$ cat src/rtl/reg_cmd_pkg.sv
// Shared constants for the register command parser: opcodes, FSM encoding, error causes.
package reg_cmd_pkg;

    typedef logic [1:0] opcode_t;
    typedef logic [1:0] state_t;
    typedef logic [1:0] err_code_t;

    localparam opcode_t OP_NOP   = 2'b00;
    localparam opcode_t OP_WRITE = 2'b01;
    localparam opcode_t OP_CLEAR = 2'b10;
    localparam opcode_t OP_RSVD  = 2'b11;

    localparam state_t ST_IDLE  = 2'd0;
    localparam state_t ST_DATA  = 2'd1;
    localparam state_t ST_CHK   = 2'd2;
    localparam state_t ST_ISSUE = 2'd3;

    localparam err_code_t ERR_NONE = 2'b00;
    localparam err_code_t ERR_CHK  = 2'b01;
    localparam err_code_t ERR_ADDR = 2'b10;
    localparam err_code_t ERR_OP   = 2'b11;

endpackage

$ cat src/rtl/reg_cmd_parser_xor_accum.sv
// 8-bit running XOR of accepted frame bytes; clear wins over enable.
module xor_accum (
    input  logic       i_clk,
    input  logic       i_arst_n,
    input  logic       clr,
    input  logic       en,
    input  logic [7:0] din,
    output logic [7:0] acc
);

    always_ff @(posedge i_clk or negedge i_arst_n) begin
        if (!i_arst_n)
            acc <= '0;
        else if (clr)
            acc <= '0;
        else if (en)
            acc <= acc ^ din;
    end

endmodule

$ cat src/rtl/reg_cmd_parser.sv
// Byte-stream command parser: decodes header/payload/checksum frames into
// per-register write and clear strobes.
module reg_cmd_parser
    import reg_cmd_pkg::*;
#(
    parameter int unsigned DATA_WIDTH = 8,
    parameter int unsigned N_REGS     = 4
) (
    input  logic                  i_clk,
    input  logic                  i_arst_n,
    input  logic [7:0]            i_rx_data,
    input  logic                  i_rx_valid,
    output logic                  o_rx_ready,
    output logic [N_REGS-1:0]     o_reg_wr,
    output logic [N_REGS-1:0]     o_reg_clr,
    output logic [DATA_WIDTH-1:0] o_reg_data,
    output logic                  o_err,
    output logic [1:0]            o_err_code
);

    localparam int unsigned NBYTES = DATA_WIDTH / 8;
    localparam int unsigned CW     = (NBYTES > 1) ? $clog2(NBYTES) : 1;

    state_t                state;
    opcode_t               op;
    logic [5:0]            addr;
    logic [CW-1:0]         byte_cnt;
    logic [DATA_WIDTH-1:0] payload;
    logic [7:0]            acc;
    logic [N_REGS-1:0]     sel;
    logic                  rx_acc;
    logic                  addr_ok;
    logic                  hdr_rsvd;

    assign o_rx_ready = (state != ST_ISSUE);
    assign rx_acc     = i_rx_valid & o_rx_ready;
    assign addr_ok    = ({1'b0, addr} < 7'(N_REGS));
    assign hdr_rsvd   = rx_acc && (state == ST_IDLE) && (i_rx_data[7:6] == OP_RSVD);

    always_comb begin
        sel = '0;
        for (int i = 0; i < N_REGS; i++)
            sel[i] = (addr == 6'(i));
    end

    // Header and payload feed the XOR; a rejected reserved header restarts it.
    xor_accum u_xor_accum (
        .i_clk    (i_clk),
        .i_arst_n (i_arst_n),
        .clr      ((state == ST_ISSUE) || hdr_rsvd),
        .en       (rx_acc && (state == ST_IDLE || state == ST_DATA)),
        .din      (i_rx_data),
        .acc      (acc)
    );

    always_ff @(posedge i_clk or negedge i_arst_n) begin
        if (!i_arst_n) begin
            state      <= ST_IDLE;
            op         <= OP_NOP;
            addr       <= '0;
            byte_cnt   <= '0;
            payload    <= '0;
            o_reg_wr   <= '0;
            o_reg_clr  <= '0;
            o_reg_data <= '0;
            o_err      <= 1'b0;
            o_err_code <= ERR_NONE;
        end else begin
            o_reg_wr  <= '0;
            o_reg_clr <= '0;
            o_err     <= 1'b0;
            case (state)
                ST_IDLE: if (rx_acc) begin
                    op       <= i_rx_data[7:6];
                    addr     <= i_rx_data[5:0];
                    byte_cnt <= '0;
                    case (i_rx_data[7:6])
                        OP_WRITE: state <= ST_DATA;
                        OP_RSVD: begin
                            o_err      <= 1'b1;
                            o_err_code <= ERR_OP;
                        end
                        default:  state <= ST_CHK;
                    endcase
                end
                ST_DATA: if (rx_acc) begin
                    payload <= (payload << 8) | DATA_WIDTH'(i_rx_data);
                    if (byte_cnt == CW'(NBYTES - 1)) begin
                        byte_cnt <= '0;
                        state    <= ST_CHK;
                    end else begin
                        byte_cnt <= byte_cnt + 1'b1;
                    end
                end
                // Strobes are registered here so they appear in the ISSUE cycle.
                ST_CHK: if (rx_acc) begin
                    state <= ST_ISSUE;
                    if (i_rx_data != acc) begin
                        o_err      <= 1'b1;
                        o_err_code <= ERR_CHK;
                    end else if (!addr_ok) begin
                        o_err      <= 1'b1;
                        o_err_code <= ERR_ADDR;
                    end else if (op == OP_WRITE) begin
                        o_reg_wr   <= sel;
                        o_reg_data <= payload;
                    end else if (op == OP_CLEAR) begin
                        o_reg_clr  <= sel;
                    end
                end
                default: state <= ST_IDLE;
            endcase
        end
    end

endmodule
$ cat config.mk
export PLATFORM = sky130hd
export DESIGN_NAME = reg_cmd_parser
export DESIGN_NICKNAME = d
export VERILOG_FILES = /design/src/rtl/reg_cmd_pkg.sv /design/src/rtl/reg_cmd_parser_xor_accum.sv /design/src/rtl/reg_cmd_parser.sv
export SDC_FILE = /design/constraint.sdc
export NUM_CORES = 1
export LEC_CHECK = 0
export CORE_ASPECT_RATIO = 1.1
export CORE_MARGIN = 1
export CORE_UTILIZATION = 40
export CTS_BUF_LIST = sky130_fd_sc_hd__clkbuf_8
export CTS_CLUSTER_DIAMETER = 150
export DETAILED_ROUTE_END_ITERATION = 8
export GPL_TIMING_DRIVEN = 0
export HOLD_SLACK_MARGIN = 0.03
export SETUP_SLACK_MARGIN = 0.05
export SLEW_MARGIN = 10
export SYNTH_ARGS = -nofsm -noshare
export SYNTH_HDL_FRONTEND = slang
export SYNTH_SLANG_ARGS = --single-unit
$ cat constraint.sdc
create_clock -name i_clk -period 1.7 [get_ports i_clk]
set_clock_uncertainty 0.15 [all_clocks]
set_input_delay 0.34 -clock i_clk [delete_from_list [all_inputs] [get_ports i_clk]]
set_output_delay 0.34 -clock i_clk [all_outputs]
set_load 0.1 [all_outputs]
==> summary.txt, run 1 <==
STA
  • Unrepaired setup endpoints after global routing: yes
  • Slew headroom: 0.4598
  • Setup ws final: -0.1445 ns
  • Fin. max-slew vios: 0
  • Final cycle utilization of the critical path: 1.085
  • Min cycle time layout: 1.845 ns
  • FMAX: 0.5421 GHz
  • Hold_ws: 0.2379 ns
  • Final hold violation count: 0
  • Final setup fails: 30
  • Worst-Margin Slew: 0.7878 ns

Power
  • P_leak: 1.232 nW
  • P per Cell Area: 1660 nW/um^2
  • Switching share of power: 0.3988
  • Final Power: 0.004367 W
  • Flop pwr share: 0.388
  • Combinational power share: 0.419
  • Internal Power: 0.002625 W
  • Clock network power share: 0.193
  • VDD IR max: 0.0007952 V
  • Sw power: 0.001742 W

Floorplan
  • Core area: 4750 um^2
  • Rows: 26
  • Die height: 76.55 um
  • Die W: 69.77 um
  • Top Ports: 31
  • Die area: 5340 um^2
  • Initial Util: 0.4254

Flow run
  • Max-capacitance violation count: 0

Layout
  • Area grow syn2layout: 30.15%
  • Design Area, Final: 2630 um^2
  • Share of layout cells above drive strength 1: 0.4000
  • Final net count: 235
  • # diodes: 0
  • Final Util: 0.5537

CTS
  • Total CTS buffers: 5
  • Clock Pin Slew Worst Setup and Hold Paths: 0.10 ns
  • Worst-Skew Late Latency: 0.31 ns
  • CTS tree: yes
  • Clk root buf: clkbuf_8
  • CTS Buffer Depth: 2
  • H-tree levels: 2
  • CTS Sinks: 45

Place
  • Placer Congestion: 0.7158
  • Post-detail-place hpwl: 2804 um
  • Placed Area: 2449 um^2
  • Port bufs: 29
  • Pre-CTS WS: -0.7477 ns

Setup path
  • Crit path launch type: primary input
  • Crit end category: register
  • CP cell instances: clkdlybuf4s50_1 -> nor2b_4 -> and3_4 -> nand4_4 -> mux2_4
  • Setup crit end: o_reg_data[7]
  • Worst r2r src: state[1]
  • Crit path largest cell delay: 0.56 ns
  • CP top delay family: simple AND/OR/NAND/NOR gates
  • Flop-to-flop setup slack: -0.14 ns
  • WP data arrival: 1.90 ns
  • Buf/Inv on CP: 1
  • Worst r2r path cells: 5
  • CP max FO: 8
  • Critical path type: in -> reg
  • Crit-path slowest cell: clkdlybuf4s50_1
  • Critical path origin: i_rx_valid
  • Levels on crit path: 5
  • Worst EP required: 1.75 ns
  • Reg2reg end: o_reg_data[7]

Yosys
  • Synth Warn #: 0
  • Synth Register Bits: 45
  • Mapped Avg Cell Area: 11.75 um^2
  • Syn_nets: 188
  • Distinct cells, synth: 30
  • Syn Inst Count: 172
  • Seq/Total Area, Yosys: 0.5573
  • Post-Synthesis Cell Area: 2021 um^2

Detailed routing
  • DRT Pass-1 Iters: 4
  • Violation count after the first detailed-routing iteration: 77
  • Routed wire length: 4018 um
  • Via density: 5.178
  • Residual DRC count: 0
  • DR vias: 1429
  • Antenna Nets Post-Route: 0
  • Routed len/inst: 14.56 um

Global routing
  • Largest net degree at the start of global routing: 33
  • Total GRT Usage: 0.1694
  • Vias in the first global route: 1536
  • First-pass GRT wire length: 7155 um
  • Initial antenna violation count: 0
  • GRT overflow: 0

Run status
  • Failing checks: setup timing
  • Status: complete, but fails checks

Worst hold path
  • Hold Path Class: in -> reg
cell usage after synthesis, drive strengths merged:
library cell  count  area share
nand3b            1      0.0037
a31oi             2      0.0062
nor2b             2      0.0062
a41o              1      0.0050
nand2            16       0.030
dfrtp            45        0.56
nand3             3      0.0074
nor3              1      0.0025
a21o              1      0.0037
and4              1      0.0043
o21a              1      0.0037
xor2              8       0.035
or2               1      0.0031
o31ai             1      0.0037
and3              1      0.0031
a211oi            1      0.0037
inv               5      0.0093
nor2             14       0.026
nor4              7       0.037
buf               1      0.0025
mux2             22        0.12
nand2b            5       0.015
mux2i             1      0.0050
nand4             1       0.011
o21ai            17       0.042
ha                5       0.031
a21oi             6       0.015
clkbuf            1      0.0019
a22o              1      0.0043
layout make-up:
type	count	area, um^2
clock buffers	5	68.82
inverters	5	22.52
multi-input cells	120	988.4
plain buffers	1	5.005
fillers	423	2120
flip-flops and latches	45	1129
repair buffers	41	296.5
well taps	56	70.07
clock inverters	3	50.05
cell usage in the layout, fill, tap and decap left out, drive strengths merged, types with 2 or more instances in the layout:
cell type    synthesis  final
a31oi                2      2
nor4                 7      7
nor2b                2      2
nand3                3      3
mux2                22     22
inv                  5      5
xor2                 8      8
a21oi                6      6
nand2b               5      5
nand2               16     16
clkbuf               1      5
dfrtp               45     45
dlygate4sd2          0      7
o21ai               17     17
buf                  1     33
nor2                14     14
ha                   5      5
power by group through the flow:
stage | Clock (W) | Combinational (W) | Sequential [W]
2_1_floorplan | 0 | 0.00107 | 0.00186
3_3_place_gp | 0 | 0.00157 | 0.00168
3_5_place_dp | 0 | 0.00164 | 0.00170
4_1_cts | 0.000870 | 0.00179 | 0.00169
5_1_grt | 0.000916 | 0.00201 | 0.00174
6_report | 0.000844 | 0.00183 | 0.00170
timing repair:
action / in CTS / in global routing
pin swaps: 10 / 4
gates resized for setup: 122 / 7
hold endpoints to repair: 13 / 0
hold buffers: 1 / 0
setup buffers: 8 / 2
setup endpoints to repair: 64 / 46
worst min-delay path, delay by kind of cell:
family	cells	cell delay (ns)
buffers and inverters	1	0.16
AND/OR/NAND/NOR	1	0.07
AO/OA/AOI/OAI	1	0.07
through the flow:
step           setup TNS (ns)  std cells
2_1_floorplan         -0.1517        172
3_3_place_gp           -67.24        257
3_5_place_dp           -24.94        258
4_1_cts                -2.859        274
5_1_grt                -6.191        276
6_report               -2.404        276
sequential cells by signal, summed over array words and instances, names as in the netlist:
signal           flops
o_reg_wr             4
o_err                1
o_reg_data           8
addr                 6
o_reg_clr            4
state                2
o_err_code           2
payload              8
op                   2
u_xor_accum.acc      8
how the worst min path moves through the flow:
stage	startpoint	to	depth (start not counted)
after CTS	i_rx_data[6]	u_xor_accum.acc[6]	3
after global routing	i_rx_data[6]	u_xor_accum.acc[6]	3
final	i_rx_data[6]	u_xor_accum.acc[6]	3
after floorplan	i_arst_n	addr[0]	0
after global placement	payload[7]	payload[7]	2
after detailed placement	i_arst_n	o_reg_wr[2]	1
layer usage:
| layer | up-vias | wire [um] | GRT usage |
|---|---|---|---|
| met5 | - | 0 | 0 |
| met4 | 0 | 54 | 0.06600 |
| met3 | 5 | 150 | 0.03307 |
| met2 | 28 | 2138 | 0.2952 |
| met1 | 702 | 1674 | 0.2043 |
| li1 | 694 | - | - |
cells by family after synthesis:
| group | Yosys count | share of synthesized area |
|---|---|---|
| simple gates | 53 | 0.1486 |
| flops | 45 | 0.5573 |
| compound gates | 31 | 0.08731 |
| mux | 23 | 0.1276 |
| xor+xnor | 8 | 0.03468 |
| buf+inv | 7 | 0.01362 |
| fa+ha+maj | 5 | 0.03096 |
No activity file was read; power rests on OpenSTA's default activity.
==> run 2: changes to the inputs <==
--- a/config.mk
+++ b/config.mk
@@ -5,6 +5,7 @@
 export SDC_FILE = /design/constraint.sdc
 export NUM_CORES = 1
 export LEC_CHECK = 0
+export ABC_AREA = 1
 export CORE_ASPECT_RATIO = 1.1
 export CORE_MARGIN = 1
 export CORE_UTILIZATION = 40
==> run 2 against run 1 <==
The flow finishes with violations (DRC); non-clock buffer count grew 14; sequential cell count is the same; power grew 8.8%; critical path type is now reg -> out; highest routed layer unchanged; critical endpoint is now o_rx_ready; global-route usage grew 0.73 points; final cell count grew 28%; fmax grew 8.6%; via count grew 20%.
==> summary.txt, run 2 <==
Worst hold path
  • Hold Path Class: in -> reg
  • Hold path depth: 3

Setup path
  • CP max FO: 4
  • Worst r2r path cells: 8
  • Crit end category: primary output
  • WP data arrival: 1.21 ns
  • Critical path type: reg -> out
  • Crit-path slowest cell: dfrtp_2
  • Worst EP required: 1.21 ns
  • CP cell instances: ha_4 -> clkinvlp_4 -> buf_12
  • Crit path launch type: register
  • Crit path largest cell delay: 0.47 ns

Global routing
  • Total GRT Usage: 0.1767
  • Largest net degree at the start of global routing: 33
  • Vias in the first global route: 1724
  • GRT overflow: 0
  • Initial antenna violation count: 0
  • First-pass GRT wire length: 7596 um

Power
  • P per Cell Area: 1591 nW/um^2
  • P_leak: 1.515 nW
  • VDD IR max: 0.001152 V

Yosys
  • Distinct cells, synth: 24
  • Post-synth top area cell: dfrtp_1
  • Commonest cells post-synth: nand2_1, dfrtp_1, o21ai_0, inv_1, nor2_1
  • Synth Register Bits: 45
  • Yosys top cell area share: 0.5432
  • Syn Inst Count: 235
  • Post-Synthesis Cell Area: 2073 um^2
  • Synth Warn #: 0
  • EDFF count, synth: 0
  • Seq/Total Area, Yosys: 0.5432
  • Count leader, synth: nand2_1
  • Asr flop ratio synth: 1.000
  • Dominant synthesized flop cell: dfrtp_1
  • Mapped Avg Cell Area: 8.822 um^2
  • Ranking of synthesized cells by area: dfrtp_1, nand2_1, o21ai_0
  • Syn_nets: 251

Layout
  • Commonest non-fill, non-tap cell in the layout: nand2_1
  • Top Registers: o_reg_data (8), payload (8), u_xor_accum.acc (8)
  • Final net count: 309
  • Area grow syn2layout: 44.00%
  • Most frequent cells in the layout: nand2_1, dfrtp_1, buf_2
  • # diodes: 0
  • Share of layout cells above drive strength 1: 0.4116
  • FILL cells: 448
  • Final Util: 0.5971

STA
  • Setup TNS: 0 ns
  • FMAX: 0.5886 GHz
  • Final setup fails: 0
  • Min cycle time layout: 1.699 ns
  • Worst-Margin Slew: 0.4863 ns
  • Final hold violation count: 0
  • Slew headroom: 0.6780
  • Unrepaired setup endpoints after global routing: yes
  • Final cycle utilization of the critical path: 0.9994
  • Fin. max-slew vios: 0

CTS
  • CTS tree: yes
  • CTS Buffer Depth: 2
  • Worst-Skew Late Latency: 0.30 ns
  • Total CTS buffers: 5
  • Clock Pin Slew Worst Setup and Hold Paths: 0.08 ns
  • Clk root buf: clkbuf_8
  • H-tree levels: 2
  • CTS Sinks: 45

Place
  • Placer Congestion: 0.8075
  • Post-detail-place hpwl: 3001 um
  • Port bufs: 30

Run status
  • Failing checks: DRC
  • Status: complete, but fails checks

Floorplan
  • Core area: 5000 um^2
  • Die height: 77.51 um
  • Rows: 27
  • Die area: 5475 um^2
  • Die W: 70.65 um
  • Initial Util: 0.4147
  • Top Ports: 31

Detailed routing
  • Violation count after the first detailed-routing iteration: 43
  • Via density: 4.861
  • DR vias: 1711
  • DRT Pass-1 Iters: 6
  • Routed len/inst: 12.88 um
  • Routed wire length: 4532 um
  • Antenna Nets Post-Route: 0
  • Residual DRC count: 6

Flow run
  • Max-capacitance violation count: 0
-- run 2: changes by cell type after synthesis, sizes merged, moves of 5 or more --
cell / delta
inv: +20
mux2: -22
nand2: +57
nand2b: -5
nand3: +13
nand4: +6
nor2: +8
nor4: -7
o21ai: +9
xor2: -8
-- run 2: cells by family after synthesis --
group                      share of synthesized area
DFF                                           0.5432
AOI/OAI and AO/OA                            0.07785
and+or+nand+nor                               0.2800
xor gates and xnor gates                    0.008451
buffers and inverters                        0.06035
adders and majority gates                    0.03018
-- run 2: path summary, 6_finish.rpt --
check	to	start	slack (ns)
max	o_rx_ready	state[1]	0.001
min	payload[4]	i_rx_data[4]	0.32
max reg2reg	u_xor_accum.acc[6]	state[1]	0.01
min reg2reg	o_err_code[1]	o_err_code[1]	0.32
max in group asynchronous	state[0]	i_arst_n	0.57
min in group asynchronous	u_xor_accum.acc[4]	i_arst_n	0.34
-- run 2: area by class of cell --
type | count | area, um^2 | share of cell area
Clock inverter | 2 | 33.78 | 0.01132
Clock buffer | 6 | 82.58 | 0.02766
Timing Repair Buffer | 51 | 427.9 | 0.1433
Buffer | 5 | 56.30 | 0.01886
Tap cell | 58 | 72.57 | 0.02431
Sequential cell | 45 | 1129 | 0.3780
Inverter | 25 | 105.1 | 0.03521
Multi-Input combinational cell | 160 | 1079 | 0.3613
-- run 2: routing by layer --
| metal | wire (um) | vias up | global-route usage | share of wire |
|---|---|---|---|---|
| li1 | - | 868 | - | - |
| met1 | 1900 | 810 | 0.2100 | 0.42 |
| met2 | 2430 | 27 | 0.3194 | 0.54 |
| met3 | 149 | 6 | 0.02857 | 0.033 |
| met4 | 52 | 0 | 0.06600 | 0.011 |
| met5 | 0 | - | 0 | 0 |
-- run 2: per-stage QoR --
stage / worst slack, ns / hold slack, ns / area [um^2] / std cells / power, W
6_report: 0.0009734 / 0.3214 / 2985 / 352 / 0.004751
5_1_grt: -0.06166 / 0.3293 / 2985 / 352 / 0.005059
4_1_cts: 0.006810 / 0.3182 / 2819 / 346 / 0.004451
3_5_place_dp: -0.6694 / 0.1210 / 2556 / 324 / 0.003354
3_3_place_gp: -1.124 / 0.3086 / 2541 / 323 / 0.003308
2_1_floorplan: -0.2581 / -0.1056 / 2168 / 235 / 0.002951
-- run 2: worst max-delay path: cells and delay by family, from the launching register on --
kind | cells | cell delay [ns]
adder cells (fa/ha/maj) | 1 | 0.19
flip-flops | 1 | 0.47
buffers and inverters | 2 | 0.26
-- run 2: what timing repair did --
action                     in CTS  in global routing
cloned                          1                  2
resized for setup             139                 33
hold endpoints to repair       13                  0
setup endpoints to repair      44                 45
pin swaps                      14                 17
setup buffers                  12                  5
hold buffers                    1                  0
-- run 2: power by group --
part / internal, W / total (W) / leakage, nW / switching, W
sequential: 0.00140 / 0.00166 / 0.582 / 0.000260
combinational: 0.000883 / 0.00225 / 0.871 / 0.00137
clock: 0.000474 / 0.000836 / 0.0626 / 0.000363
==> run 3: changes to the inputs <==
--- a/config.mk
+++ b/config.mk
@@ -12,7 +12,6 @@
 export CTS_BUF_LIST = sky130_fd_sc_hd__clkbuf_8
 export CTS_CLUSTER_DIAMETER = 150
 export DETAILED_ROUTE_END_ITERATION = 8
-export GPL_TIMING_DRIVEN = 0
 export HOLD_SLACK_MARGIN = 0.03
 export SETUP_SLACK_MARGIN = 0.05
 export SLEW_MARGIN = 10
==> run 3 against run 2 <==
The flow still finishes with violations (DRC); global-route usage increased by 0.31 points; via count increased by 1.3%; register-to-register slack better by 0.02 ns; count of clock-buffer cells in the layout unchanged; non-clock buffer count increased by 11; sequential cell count unchanged; sequential share of layout area down 2.7 points; first-iteration DRC count increased by 110%; cell area rose by 7.6%; critical endpoint unchanged; largest power group unchanged.
==> summary.txt, run 3 (same netlist as run 2, synthesis figures left out) <==
Run status
  • Status: complete, but fails checks
  • Failing checks: DRC

Layout
  • Top Registers: o_reg_data (8), payload (8), u_xor_accum.acc (8)
  • Design Area, Final: 3213 um^2
  • Most frequent cells in the layout: nand2_1, dfrtp_1, buf_4
  • Final net count: 320
  • # diodes: 0
  • Commonest non-fill, non-tap cell in the layout: nand2_1
  • Area grow syn2layout: 54.98%
  • Final non-filler cell total: 363
  • Share of layout cells above drive strength 1: 0.3672

Detailed routing
  • Routed wire length: 4282 um
  • Routed len/inst: 11.80 um
  • DR vias: 1734
  • Via density: 4.777
  • DRT Pass-1 Iters: 6
  • Violation count after the first detailed-routing iteration: 91
  • Residual DRC count: 6
  • Antenna Nets Post-Route: 0

Setup path
  • Buf/Inv on CP: 2
  • Crit-path slowest cell: dfrtp_2
  • Crit path launch type: register
  • Worst r2r src: state[0]
  • Critical path type: reg -> out
  • Crit path largest cell delay: 0.46 ns
  • Flop-to-flop setup slack: 0.03 ns
  • CP max FO: 4
  • CP cell instances: ha_4 -> clkinvlp_4 -> buf_12
  • Critical path origin: state[0]
  • WP data arrival: 1.20 ns
  • Crit end category: primary output
  • CP top delay family: flip-flops
  • Worst EP required: 1.21 ns
  • Reg2reg end: u_xor_accum.acc[1]
  • Worst r2r path cells: 8

Global routing
  • Vias in the first global route: 1691
  • Total GRT Usage: 0.1798
  • Initial antenna violation count: 0
  • Largest net degree at the start of global routing: 46
  • GRT overflow: 0
  • First-pass GRT wire length: 7693 um

CTS
  • Worst-Skew Late Latency: 0.30 ns
  • CTS tree: yes
  • Clock Pin Slew Worst Setup and Hold Paths: 0.09 ns
  • H-tree levels: 2
  • CTS Sinks: 45
  • Clk root buf: clkbuf_8
  • Total CTS buffers: 5
  • CTS Buffer Depth: 2

Floorplan
  • Die W: 70.65 um
  • Die height: 77.51 um
  • Die area: 5475 um^2
  • Top Ports: 31
  • Rows: 27
  • Core area: 5000 um^2
  • Initial Util: 0.4147

STA
  • Final setup fails: 0
  • FMAX: 0.5933 GHz
  • Final cycle utilization of the critical path: 0.9915
  • Worst-Margin Slew: 0.2584 ns
  • Min cycle time layout: 1.686 ns
  • Slew headroom: 0.8268
  • Unrepaired setup endpoints after global routing: yes
  • Fin. max-slew vios: 0
  • Setup ws final: 0.01449 ns
  • Setup TNS: 0 ns
  • Final hold violation count: 0

Place
  • Placed Area: 2887 um^2
  • Pre-CTS WS: -0.2947 ns
  • Placed cells: 341
  • Port bufs: 30
  • Post-detail-place hpwl: 3003 um
  • Placer Congestion: 0.7986

Flow run
  • Max-capacitance violation count: 0

Worst hold path
  • Worst min-delay path startpoint: i_rx_data[5]
  • Hold Path Class: in -> reg
  • WHS Endpoint: u_xor_accum.acc[5]
  • Hold path depth: 4

Power
  • VDD IR max: 0.0008397 V
  • P_leak: 1.580 nW
  • P per Cell Area: 1464 nW/um^2
[run 3: cell count changes in the layout (fill, tap and decap cells not counted), sizes merged]
cell	delta
clkinvlp	+1
clkbuf	-1
dlygate4sd2	-2
clkdlybuf4s50	+2
inv	-1
buf	+12
[run 3: per-stage QoR]
| stage | util | power [W] | hold WS (ns) |
|---|---|---|---|
| 6_report | 0.6426 | 0.004704 | 0.2658 |
| 5_1_grt | 0.6426 | 0.005050 | 0.3131 |
| 4_1_cts | 0.6246 | 0.004557 | 0.3425 |
| 3_5_place_dp | 0.5773 | 0.003592 | 0.1908 |
| 3_3_place_gp | 0.5773 | 0.003543 | 0.1927 |
| 2_1_floorplan | - | 0.002951 | -0.1056 |
[run 3: repair_timing]
action / in CTS / in global routing
setup buffers: 11 / 2
gates resized for setup: 15 / 16
pin swaps: 9 / 6
hold buffers: 1 / 0
setup endpoints to repair: 26 / 46
endpoints found under the hold margin: 45 / 0
[run 3: worst register-to-register path, cell delays in order, from the launching register on]
cell	delay (ns)
dfrtp_2	0.46
inv_2	0.12
ha_4	0.17
nand3_1	0.14
inv_1	0.11
a21oi_1	0.07
buf_4	0.17
nand4_1	0.07
o21ai_0	0.09
[run 3: layout make-up]
cell class	count	area [um^2]
Inverter	25	100.1
Tap cell	58	72.57
Clock inverter	2	37.54
Clock buffer	6	82.58
Timing Repair Buffer	67	803.3
Sequential cell	45	1129
Multi-Input combinational cell	160	988.4
Fill cell	410	1787
[run 3: layer usage]
layer,share of wire,vias up,global-route usage,routed length [um]
li1,-,888,-,-
met1,0.46,812,0.2308,1955
met2,0.50,27,0.3049,2150
met3,0.028,7,0.03896,119
met4,0.013,0,0.05400,57
met5,0,-,0,0
[run 3: worst max path at each step]
stage | endpoint | cells past startpoint
after global routing | u_xor_accum.acc[3] | 8
after detailed placement | o_reg_data[5] | 9
after floorplan | op[1] | 8
after global placement | o_reg_data[6] | 9
after CTS | o_rx_ready | 3
final | o_rx_ready | 3
[run 3: where the power goes]
part	total [W]	internal, W	switching [W]
Clock	0.000858	0.000478	0.000380
Sequential	0.00165	0.00140	0.000247
Combinational	0.00219	0.000909	0.00129
